<file path="src/rtl/sobel_pkg.sv">
// rtl/sobel_pkg.sv - shared constants, state encoding and bank-order helper for the Sobel line buffer
package sobel_pkg;
   localparam int NUM_BANKS  = 12;
   localparam int NUM_SLOTS  = 4;
   localparam int NUM_PHASES = 3;

   typedef enum logic [2:0] {
      ST_IDLE,
      ST_FILL,
      ST_STREAM,
      ST_FLUSH,
      ST_DONE
   } state_t;

   // Same code names a write bank (slot, phase) and a read rotation (top slot, c mod 3).
   function automatic logic [3:0] order_code(input logic [1:0] i_t, input logic [1:0] i_p);
      return ({2'b00, i_t} * 4'd3) + {2'b00, i_p};
   endfunction
endpackage

</file>
<file path="src/rtl/sobel_raster_cnt.sv">
// rtl/sobel_raster_cnt.sv - incremental raster position counter (phase/word/col/slot/row)
import sobel_pkg::*;

module sobel_raster_cnt #(
   parameter int IMG_W  = 160,
   parameter int IMG_H  = 120,
   parameter int ADDR_W = 6
) (
   input  logic                                   clk,
   input  logic                                   rst,
   input  logic                                   i_restart,
   input  logic                                   i_adv,
   output logic [1:0]                             o_phase,
   output logic [ADDR_W-1:0]                      o_word,
   output logic [((IMG_W > 1) ? $clog2(IMG_W) : 1)-1:0] o_col,
   output logic [1:0]                             o_slot,
   output logic [((IMG_H > 1) ? $clog2(IMG_H) : 1)-1:0] o_row,
   output logic                                   o_eol,
   output logic                                   o_eof
);
   localparam int COL_W = (IMG_W > 1) ? $clog2(IMG_W) : 1;
   localparam int ROW_W = (IMG_H > 1) ? $clog2(IMG_H) : 1;

   logic [1:0]        r_phase;
   logic [ADDR_W-1:0] r_word;
   logic [COL_W-1:0]  r_col;
   logic [1:0]        r_slot;
   logic [ROW_W-1:0]  r_row;
   logic              w_eol;
   logic              w_eof;

   assign w_eol = (r_col == COL_W'(IMG_W - 1));
   assign w_eof = w_eol && (r_row == ROW_W'(IMG_H - 1));

   // Restart lands on (1,0): the sof pixel itself is written at (0,0) in the same cycle.
   always_ff @(posedge clk) begin
      if (rst) begin
         r_phase <= '0;
         r_word  <= '0;
         r_col   <= '0;
         r_slot  <= '0;
         r_row   <= '0;
      end else if (i_restart) begin
         r_phase <= 2'd1;
         r_word  <= '0;
         r_col   <= COL_W'(1);
         r_slot  <= '0;
         r_row   <= '0;
      end else if (i_adv) begin
         if (w_eol) begin
            r_col   <= '0;
            r_phase <= '0;
            r_word  <= '0;
            if (w_eof) begin
               r_row  <= '0;
               r_slot <= '0;
            end else begin
               r_row  <= r_row + ROW_W'(1);
               r_slot <= r_slot + 2'd1;
            end
         end else begin
            r_col <= r_col + COL_W'(1);
            if (r_phase == 2'(NUM_PHASES - 1)) begin
               r_phase <= '0;
               r_word  <= r_word + ADDR_W'(1);
            end else begin
               r_phase <= r_phase + 2'd1;
            end
         end
      end
   end

   assign o_phase = r_phase;
   assign o_word  = r_word;
   assign o_col   = r_col;
   assign o_slot  = r_slot;
   assign o_row   = r_row;
   assign o_eol   = w_eol;
   assign o_eof   = w_eof;
endmodule

</file>
<file path="src/rtl/sobel_bank_writer.sv">
// rtl/sobel_bank_writer.sv - raster pixel writer into 12 line-buffer banks plus window order/address issue
// Optional win_count output under SOBEL_WIN_COUNT_EN.
import sobel_pkg::*;

module sobel_bank_writer #(
   parameter int IMG_W  = 160,
   parameter int IMG_H  = 120,
   parameter int ADDR_W = 6,
   parameter int DATA_W = 8
) (
   input  logic                  clk,
   input  logic                  rst,
   input  logic                  pix_valid,
   output logic                  pix_ready,
   input  logic [DATA_W-1:0]     pix_data,
   input  logic                  pix_sof,
   output logic [NUM_BANKS-1:0]  wr_en,
   output logic [ADDR_W-1:0]     wr_addr,
   output logic [DATA_W-1:0]     wr_data,
   output logic                  win_valid,
   output logic [3:0]            order,
   output logic [ADDR_W-1:0]     rd_addr0,
   output logic [ADDR_W-1:0]     rd_addr1,
   output logic [ADDR_W-1:0]     rd_addr2,
   output logic                  frame_done
`ifdef SOBEL_WIN_COUNT_EN
   ,output logic [15:0]          win_count
`endif
);
   localparam int COL_W = (IMG_W > 1) ? $clog2(IMG_W) : 1;
   localparam int ROW_W = (IMG_H > 1) ? $clog2(IMG_H) : 1;
   localparam logic [1:0] FLUSH_TOP = 2'((IMG_H + 1) % NUM_SLOTS);

   state_t               r_state;
   logic                 r_pix_ready;
   logic [NUM_BANKS-1:0] r_wr_en;
   logic [ADDR_W-1:0]    r_wr_addr;
   logic [DATA_W-1:0]    r_wr_data;
   logic                 r_win_valid;
   logic [3:0]           r_order;
   logic [ADDR_W-1:0]    r_rd_addr0;
   logic [ADDR_W-1:0]    r_rd_addr1;
   logic [ADDR_W-1:0]    r_rd_addr2;
   logic                 r_frame_done;
`ifdef SOBEL_WIN_COUNT_EN
   logic [15:0]          r_win_count;
`endif

   logic                 w_xfer;
   logic                 w_sof;
   logic                 w_in_frame;
   logic                 w_adv;
   logic                 w_win_issue;
   logic [1:0]           w_win_top;
   logic [1:0]           w_phase;
   logic [ADDR_W-1:0]    w_word;
   logic [COL_W-1:0]     w_col;
   logic [1:0]           w_slot;
   logic [ROW_W-1:0]     w_row;
   logic                 w_eol;
   logic                 w_eof;

   assign w_xfer     = pix_valid & r_pix_ready;
   assign w_sof      = w_xfer & pix_sof;
   assign w_in_frame = (r_state == ST_FILL) || (r_state == ST_STREAM);
   assign w_adv      = (w_xfer & ~pix_sof & w_in_frame) || (r_state == ST_FLUSH);

   // FLUSH reuses the write counter, which has wrapped to (0,0), as its column sweep.
   assign w_win_issue = (r_state == ST_FLUSH) ||
                        ((r_state == ST_STREAM) && w_xfer && !pix_sof &&
                         (w_col <= COL_W'(IMG_W - 3)));
   assign w_win_top   = (r_state == ST_FLUSH) ? FLUSH_TOP : (w_slot + 2'd1);

   sobel_raster_cnt #(
      .IMG_W  (IMG_W),
      .IMG_H  (IMG_H),
      .ADDR_W (ADDR_W)
   ) u_cnt (
      .clk       (clk),
      .rst       (rst),
      .i_restart (w_sof),
      .i_adv     (w_adv),
      .o_phase   (w_phase),
      .o_word    (w_word),
      .o_col     (w_col),
      .o_slot    (w_slot),
      .o_row     (w_row),
      .o_eol     (w_eol),
      .o_eof     (w_eof)
   );

   always_ff @(posedge clk) begin
      if (rst) begin
         r_state      <= ST_IDLE;
         r_pix_ready  <= 1'b1;
         r_wr_en      <= '0;
         r_wr_addr    <= '0;
         r_wr_data    <= '0;
         r_win_valid  <= 1'b0;
         r_order      <= '0;
         r_rd_addr0   <= '0;
         r_rd_addr1   <= '0;
         r_rd_addr2   <= '0;
         r_frame_done <= 1'b0;
`ifdef SOBEL_WIN_COUNT_EN
         r_win_count  <= '0;
`endif
      end else begin
         r_wr_en      <= '0;
         r_wr_addr    <= '0;
         r_wr_data    <= '0;
         r_win_valid  <= 1'b0;
         r_order      <= '0;
         r_rd_addr0   <= '0;
         r_rd_addr1   <= '0;
         r_rd_addr2   <= '0;
         r_frame_done <= 1'b0;

         // Phase k holds column c+((k-c) mod 3); phases left of c mod 3 sit one word further.
         if (w_win_issue) begin
            r_win_valid <= 1'b1;
            r_order     <= order_code(w_win_top, w_phase);
            r_rd_addr0  <= (w_phase > 2'd0) ? w_word + ADDR_W'(1) : w_word;
            r_rd_addr1  <= (w_phase > 2'd1) ? w_word + ADDR_W'(1) : w_word;
            r_rd_addr2  <= w_word;
`ifdef SOBEL_WIN_COUNT_EN
            r_win_count <= r_win_count + 16'd1;
`endif
         end

         case (r_state)
            ST_IDLE, ST_FILL, ST_STREAM: begin
               if (w_sof) begin
                  r_wr_en     <= NUM_BANKS'(1);
                  r_wr_data   <= pix_data;
                  r_state     <= ST_FILL;
`ifdef SOBEL_WIN_COUNT_EN
                  r_win_count <= '0;
`endif
               end else if (w_xfer && (r_state != ST_IDLE)) begin
                  r_wr_en   <= NUM_BANKS'(1) << order_code(w_slot, w_phase);
                  r_wr_addr <= w_word;
                  r_wr_data <= pix_data;
                  if (w_eof) begin
                     r_state     <= ST_FLUSH;
                     r_pix_ready <= 1'b0;
                  end else if ((r_state == ST_FILL) && w_eol && (w_row == ROW_W'(2))) begin
                     r_state <= ST_STREAM;
                  end
               end
            end
            ST_FLUSH: begin
               if (w_col == COL_W'(IMG_W - 3)) r_state <= ST_DONE;
            end
            ST_DONE: begin
               r_frame_done <= 1'b1;
               r_state      <= ST_IDLE;
               r_pix_ready  <= 1'b1;
            end
            default: begin
               r_state     <= ST_IDLE;
               r_pix_ready <= 1'b1;
            end
         endcase
      end
   end

   assign pix_ready  = r_pix_ready;
   assign wr_en      = r_wr_en;
   assign wr_addr    = r_wr_addr;
   assign wr_data    = r_wr_data;
   assign win_valid  = r_win_valid;
   assign order      = r_order;
   assign rd_addr0   = r_rd_addr0;
   assign rd_addr1   = r_rd_addr1;
   assign rd_addr2   = r_rd_addr2;
   assign frame_done = r_frame_done;
`ifdef SOBEL_WIN_COUNT_EN
   assign win_count  = r_win_count;
`endif
endmodule

</file>
<file path="config.mk">
export PLATFORM = sky130hd
export DESIGN_NAME = sobel_bank_writer
export DESIGN_NICKNAME = d
export VERILOG_FILES = /design/src/rtl/sobel_pkg.sv /design/src/rtl/sobel_raster_cnt.sv /design/src/rtl/sobel_bank_writer.sv
export SDC_FILE = /design/constraint.sdc
export NUM_CORES = 1
export LEC_CHECK = 0
export CELL_PAD_IN_SITES_DETAIL_PLACEMENT = 1
export CELL_PAD_IN_SITES_GLOBAL_PLACEMENT = 1
export CORE_UTILIZATION = 39
export CTS_CLUSTER_DIAMETER = 60
export DETAILED_ROUTE_END_ITERATION = 12
export PLACE_DENSITY_LB_ADDON = 0.12
export SETUP_SLACK_MARGIN = 0.1
export SYNTH_ARGS = -nofsm -noshare
export SYNTH_HDL_FRONTEND = slang
export SYNTH_SLANG_ARGS = --single-unit
</file>
<file path="constraint.sdc">
create_clock -name clk -period 2.4 [get_ports clk]
set_input_delay 0.48 -clock clk [delete_from_list [all_inputs] [get_ports clk]]
set_output_delay 0.48 -clock clk [all_outputs]
set_load 0.02 [all_outputs]
</file>
* Word-level counts from Yosys, hierarchy flattened *
Cells that the tools add are included.

cells by class
  div/mod/pow operators = 0
  eq/ne operators = 15
  bitwise operators = 9
  order comparisons = 3
  add/sub/neg operators = 7
  reductions and logical operators = 24
  shift operators = 1
  multipliers = 2
  muxes and demuxes = 30

operator list
  kind                  number
  $mux 6                4
  $mux 8                3
  $eq 8x8->1 const B    2
  $mux 3                5
  $shl 1x4->12 const A  1
  $mux 1                11
  $add 4x2->4           2
  $add 8x1->8 const B   1
  $le 8x8->1 const B    1
  $mul 2x2->4 const B   2
  $mux 2                4
  $add 7x1->7 const B   1
  $eq 7x2->1 const B    1
  $eq 7x7->1 const B    1
  $logic_and 1x1->1     7
  $mux 7                1
  $add 6x1->6 const B   1
  $eq 3x2->1 const B    2
  $pmux 3 s2            1
  $reduce_or 2->1       3
  $not 1->1             5
  $add 2x1->2 const B   2
  $and 1x1->1           4
  $gt 2x1->1 const B    2
  other kinds (18)      24

storage, ports and cells
  bits in latches = 0
  memory bits (writable) = 0
  register bits after elaboration = 79
  ROM bits = 0
  output and inout port bits = 51
  input bits = 12
  memories = 0
  logic and storage cells = 110

* Longest topological paths before layout *
  depth after elaboration = 8
  mapped depth = 9
  gate-level depth less buffers = 9

* Hierarchy *
A second synthesis with hierarchy kept.

second synthesis, totals
  cell total of the unflattened synthesis = 359
  area, all modules = 3,485.8 sq um

modules (own cells, without submodules)
  module             area an instance (sq um)  instances  cells each
  sobel_bank_writer  2,224.6                   1          208
  sobel_raster_cnt   1,261.2                   1          151

* Worst setup path after synthesis *
No wires, ideal clock.

  kind = reg2reg
  start = register u_cnt.r_col[0], in the netlist u_cnt.o_col[0]
  end = register u_cnt.r_row[5], in the netlist u_cnt.o_row[5]
  setup time = 82 ps
  cell stages (with the launch flop) = 8
  data arrival time = 2,101 ps
  required time = 2,318 ps
  clock period less this slack = 2,183 ps
  path slack = 217 ps
  cells stage by stage = dfxtp_1 -> ha_1 -> nand4bb_1 -> or2_4 -> or4_1 -> buf_2 -> or4_1 -> o221ai_1

on the way
  cells in the longest elaborated chain, start to end = 3
  elaborated cells between the ends (all ways) = 4
  classes of those cells = eq/ne: 1; mux: 1; reduce/logical: 2

RTL lines
  element                   RTL line                RTL
  start: declaration        sobel_raster_cnt.sv:26  logic [COL_W-1:0] r_col;
  start signal: assignment  sobel_raster_cnt.sv:62  r_col <= r_col + COL_W'(1);
  $eq 8x8->1 (*)            sobel_raster_cnt.sv:32  assign w_eol = (r_col == COL_W'(IMG_W - 1));
  $logic_and 1x1->1         sobel_raster_cnt.sv:33  assign w_eof = w_eol && (r_row == ROW_W'(IMG_H - 1));
  $mux 7                    sobel_raster_cnt.sv:54  if (w_eof) begin
  end signal: assignment    sobel_raster_cnt.sv:58  r_row <= r_row + ROW_W'(1);
  end: declaration          sobel_raster_cnt.sv:28  logic [ROW_W-1:0] r_row;

Every way passes the cells marked *; elsewhere a longest branch is shown, timed or not.
A chain may end at the register's enable or synchronous reset.

* Worst setup path after layout *
  start = register u_cnt.r_col[1], in the netlist u_cnt.o_col[1]
  end = register u_cnt.r_row[5], in the netlist u_cnt.o_row[5]

The elaborated chain is that of the path after synthesis.

==> results.cfg <==
[outcome]
outcome = complete, no violations

[setup_path]
cp-start-kind = register
crit_required_ns = 2.67
cp_common_cell = or4_1
worst_setup_path_end_kind = register
r2r-start = u_cnt.o_col[1]$_SDFFE_PP0P_
worstSetupStartpoint = u_cnt.o_col[1]$_SDFFE_PP0P_
path_cells = ha_1, nand4bb_1, or2_4, or4_1, or4_1, o221ai_1
path_class = register to register
cp_num_buf_inv = 0
r2r_cells = 6
path_delay_family = simple AND/OR/NAND/NOR gates
crit_path_max_incr_delay_ns = 0.51
crit_fanout = 4
worstPathArrival_ns = 2.49
cp_num_cells = 6
slowest_stage = or4_1

[clock_tree]
cts_max_level = 3
clock_latency_ns = 0.35
path_clk_slew_ns = 0.08
postCtsSetupRepairBufs = 0
cts_buffer_depth = 2
cts_tree = built
ctsHoldBuffers = 0
cts_root_buf = clkbuf_8
clock-sinks = 79
cts_buffers = 9

[finish]
fin_nets = 453
area_delta_synth_final_pct = 32.59
nFillCells = 908
final_common_cell = dfxtp_1
antenna_cells = 0
final_cell_mix = dfxtp_1, clkdlybuf4s50_1, nor2_1
multi_input_area_sq_mm = 0.001559
fin_area_sq_mm = 0.004297
drive_gt1_frac = 0.1256
seqCellArea_sq_mm = 0.001583

[sta]
setup_slack_ns = 0.1813
setup_viol = 0
fmax_ghz = 0.4507
post-route-period-util = 0.9245
hold_viol = 0
slew_headroom = 0.6508
finClkSkew_ns = 0.007114
rsz0062_at_grt = yes
fin_setup_tns_ns = 0
report.final.slew_viol_count = 0
layout_min_cycle_time_ns = 2.219
tightest_slew_ns = 0.5219

[run]
cap_violations = 0

[hold_path]
hp-start = u_cnt.o_row[1]$_SDFFE_PP0P_
min_path_type = register to register
min_path_cells = 2

[yosys]
netlist_area_sq_mm = 0.003241
synthAdderAreaFrac = 0.06564
synth_seq_area_share = 0.4880
synth_top_family_by_area = simple AND/OR/NAND/NOR gates
synth_simple_gate_area_frac = 0.2359
synth_nets = 369
syn_avg_cell_area_sq_um = 9.475
ys_types = 49
synth_edf_count = 0
ys_async_sr_fraction = 0
yosys-mux-area-fraction = 0.02896
synth_seq_cells = 79
yosys_warnings = 0
synth_compound_area_frac = 0.09653
synth_xor_xnor_area_share = 0.05135
synthFlopType = dfxtp_1
syn_inst = 342

[power_and_ir_drop]
power.density_mw_per_mm2 = 528.4
p_sw_uw = 537.1
total_power_mw = 2.270
internal_power_mw = 1.733
p_sw_frac = 0.2366
sequentialPowerShare = 0.582
combPwrFrac = 0.046
peakVddDrop_v = 0.0002348
power.leakage_nw = 1.576
p_clk_frac = 0.373

[die]
io_pins = 63
fp-row-count = 32
core_region_area_sq_mm = 0.007888
fp.dieW_um = 93.16
die_y_um = 93.16
dieArea_sq_mm = 0.008678
start_util = 0.4109

[detailed_routing]
route.detailed.drc = 0
dr.pass1.iters = 4
vias_per_cell = 5.066
drt_iter0_drc = 71
ant_nets = 0
vias = 2695
avgRoutedWirePerCell_um = 14.89
wirelength_um = 7924

[placed_design]
place.gp.congestion = 0.8646
portBuffers = 62
dp_hpwl_um = 5933
dp_slack_ns = -0.1252
place_area_sq_mm = 0.004124

[global_routing]
grt_usage = 0.1971
grt_pass1_wl_um = 13150
grt_pass1_vias = 2683
overflow = 0
grt_antenna_before_repair = 0
grt_start_max_net_pins = 15
## Yosys cell counts (3+ instances only)
cell | instances | area (sq um)
nand2b_1 | 3 | 18.77
and2_1 | 24 | 150.1
clkbuf_1 | 11 | 41.29
nand2_1 | 22 | 82.58
xor2_1 | 9 | 78.83
nand3_1 | 11 | 55.05
nand4_1 | 6 | 37.54
or4_1 | 5 | 37.54
a21oi_1 | 11 | 55.05
nor3_1 | 6 | 30.03
o21ai_0 | 13 | 65.06
xnor2_1 | 10 | 87.58
mux2_2 | 3 | 33.78
dfxtp_1 | 79 | 1582
nor4_1 | 7 | 43.79
nor4b_1 | 5 | 43.79
ha_1 | 13 | 162.7
nor2_1 | 36 | 135.1
mux2i_1 | 6 | 60.06
a211oi_1 | 3 | 22.52
buf_2 | 3 | 15.01
and3_1 | 5 | 31.28
a31oi_1 | 4 | 25.02
o22ai_1 | 3 | 18.77
or2_2 | 3 | 18.77
inv_1 | 13 | 48.80
## kinds of logic (layout without fill, tap and decap cells)
group / count (synthesis) / count (layout)
simple gates: 142 / 142
mux: 9 / 9
fa+ha+maj: 16 / 16
flops: 79 / 79
xor+xnor: 19 / 19
compound gates: 49 / 49
buf+inv: 28 / 116
## per-stage QoR
step / cells / hold WS, ns / utilization
3_3_place_gp: 517 / 0.4800 / 0.5228
3_5_place_dp: 517 / 0.4995 / 0.5228
5_1_grt: 532 / 0.5247 / 0.5447
6_report: 532 / 0.5099 / 0.5447
2_1_floorplan: 342 / 0.4624 / -
4_1_cts: 532 / 0.5114 / 0.5435
## registers in the layout, indices dropped and copies added (netlist names), 4 cells and up
register,flops
wr_en,12
u_cnt.o_col,8
wr_data,8
u_cnt.o_row,7
rd_addr0,6
rd_addr1,6
rd_addr2,6
u_cnt.o_word,6
wr_addr,6
order,4
## worst paths after layout
| path | to | slack [ns] |
|---|---|---|
| max | u_cnt.o_row[5]$_SDFFE_PP0P_ | 0.18 |
| min | u_cnt.o_row[1]$_SDFFE_PP0P_ | 0.51 |
| min reg2reg | u_cnt.o_row[1]$_SDFFE_PP0P_ | 0.51 |
| max reg2reg | u_cnt.o_row[5]$_SDFFE_PP0P_ | 0.18 |
## metal layers
layer	wire length [um]	track usage	vias to the layer above
met3	291	0.03902	11
met2	3838	0.3284	52
met1	3680	0.2496	1275
met4	113	0.07821	0
met5	0	0	-
li1	-	-	1357
## cell type report
| class | instances | area share |
|---|---|---|
| Clock buffer | 9 | 0.02883 |
| Clock inverter | 6 | 0.009027 |
| Inverter | 13 | 0.01136 |
| Multi-Input combinational cell | 235 | 0.3628 |
| Sequential cell | 79 | 0.3684 |
| Tap cell | 102 | 0.02970 |
| Timing Repair Buffer | 88 | 0.1899 |
## worst min-delay path, cell delays in order (launching register included)
cell	delay (ns)
dfxtp_1	0.35
inv_1	0.06
o22ai_1	0.05
## what timing repair did
item | CTS | global route
setup endpoints to repair | 0 | 5
gates resized for setup | 0 | 3
hold endpoints to repair | 0 | 0
## power groups by stage
stage | Sequential, mW | Clock [mW] | Combinational, mW
final | 1.32 | 0.846 | 0.104
after global routing | 1.32 | 0.938 | 0.114
after CTS | 1.32 | 0.878 | 0.105
after detailed placement | 1.35 | 0 | 0.105
after global placement | 1.35 | 0 | 0.102
after floorplan | 1.36 | 0 | 0.0401
(Power assumes the default switching activity.)
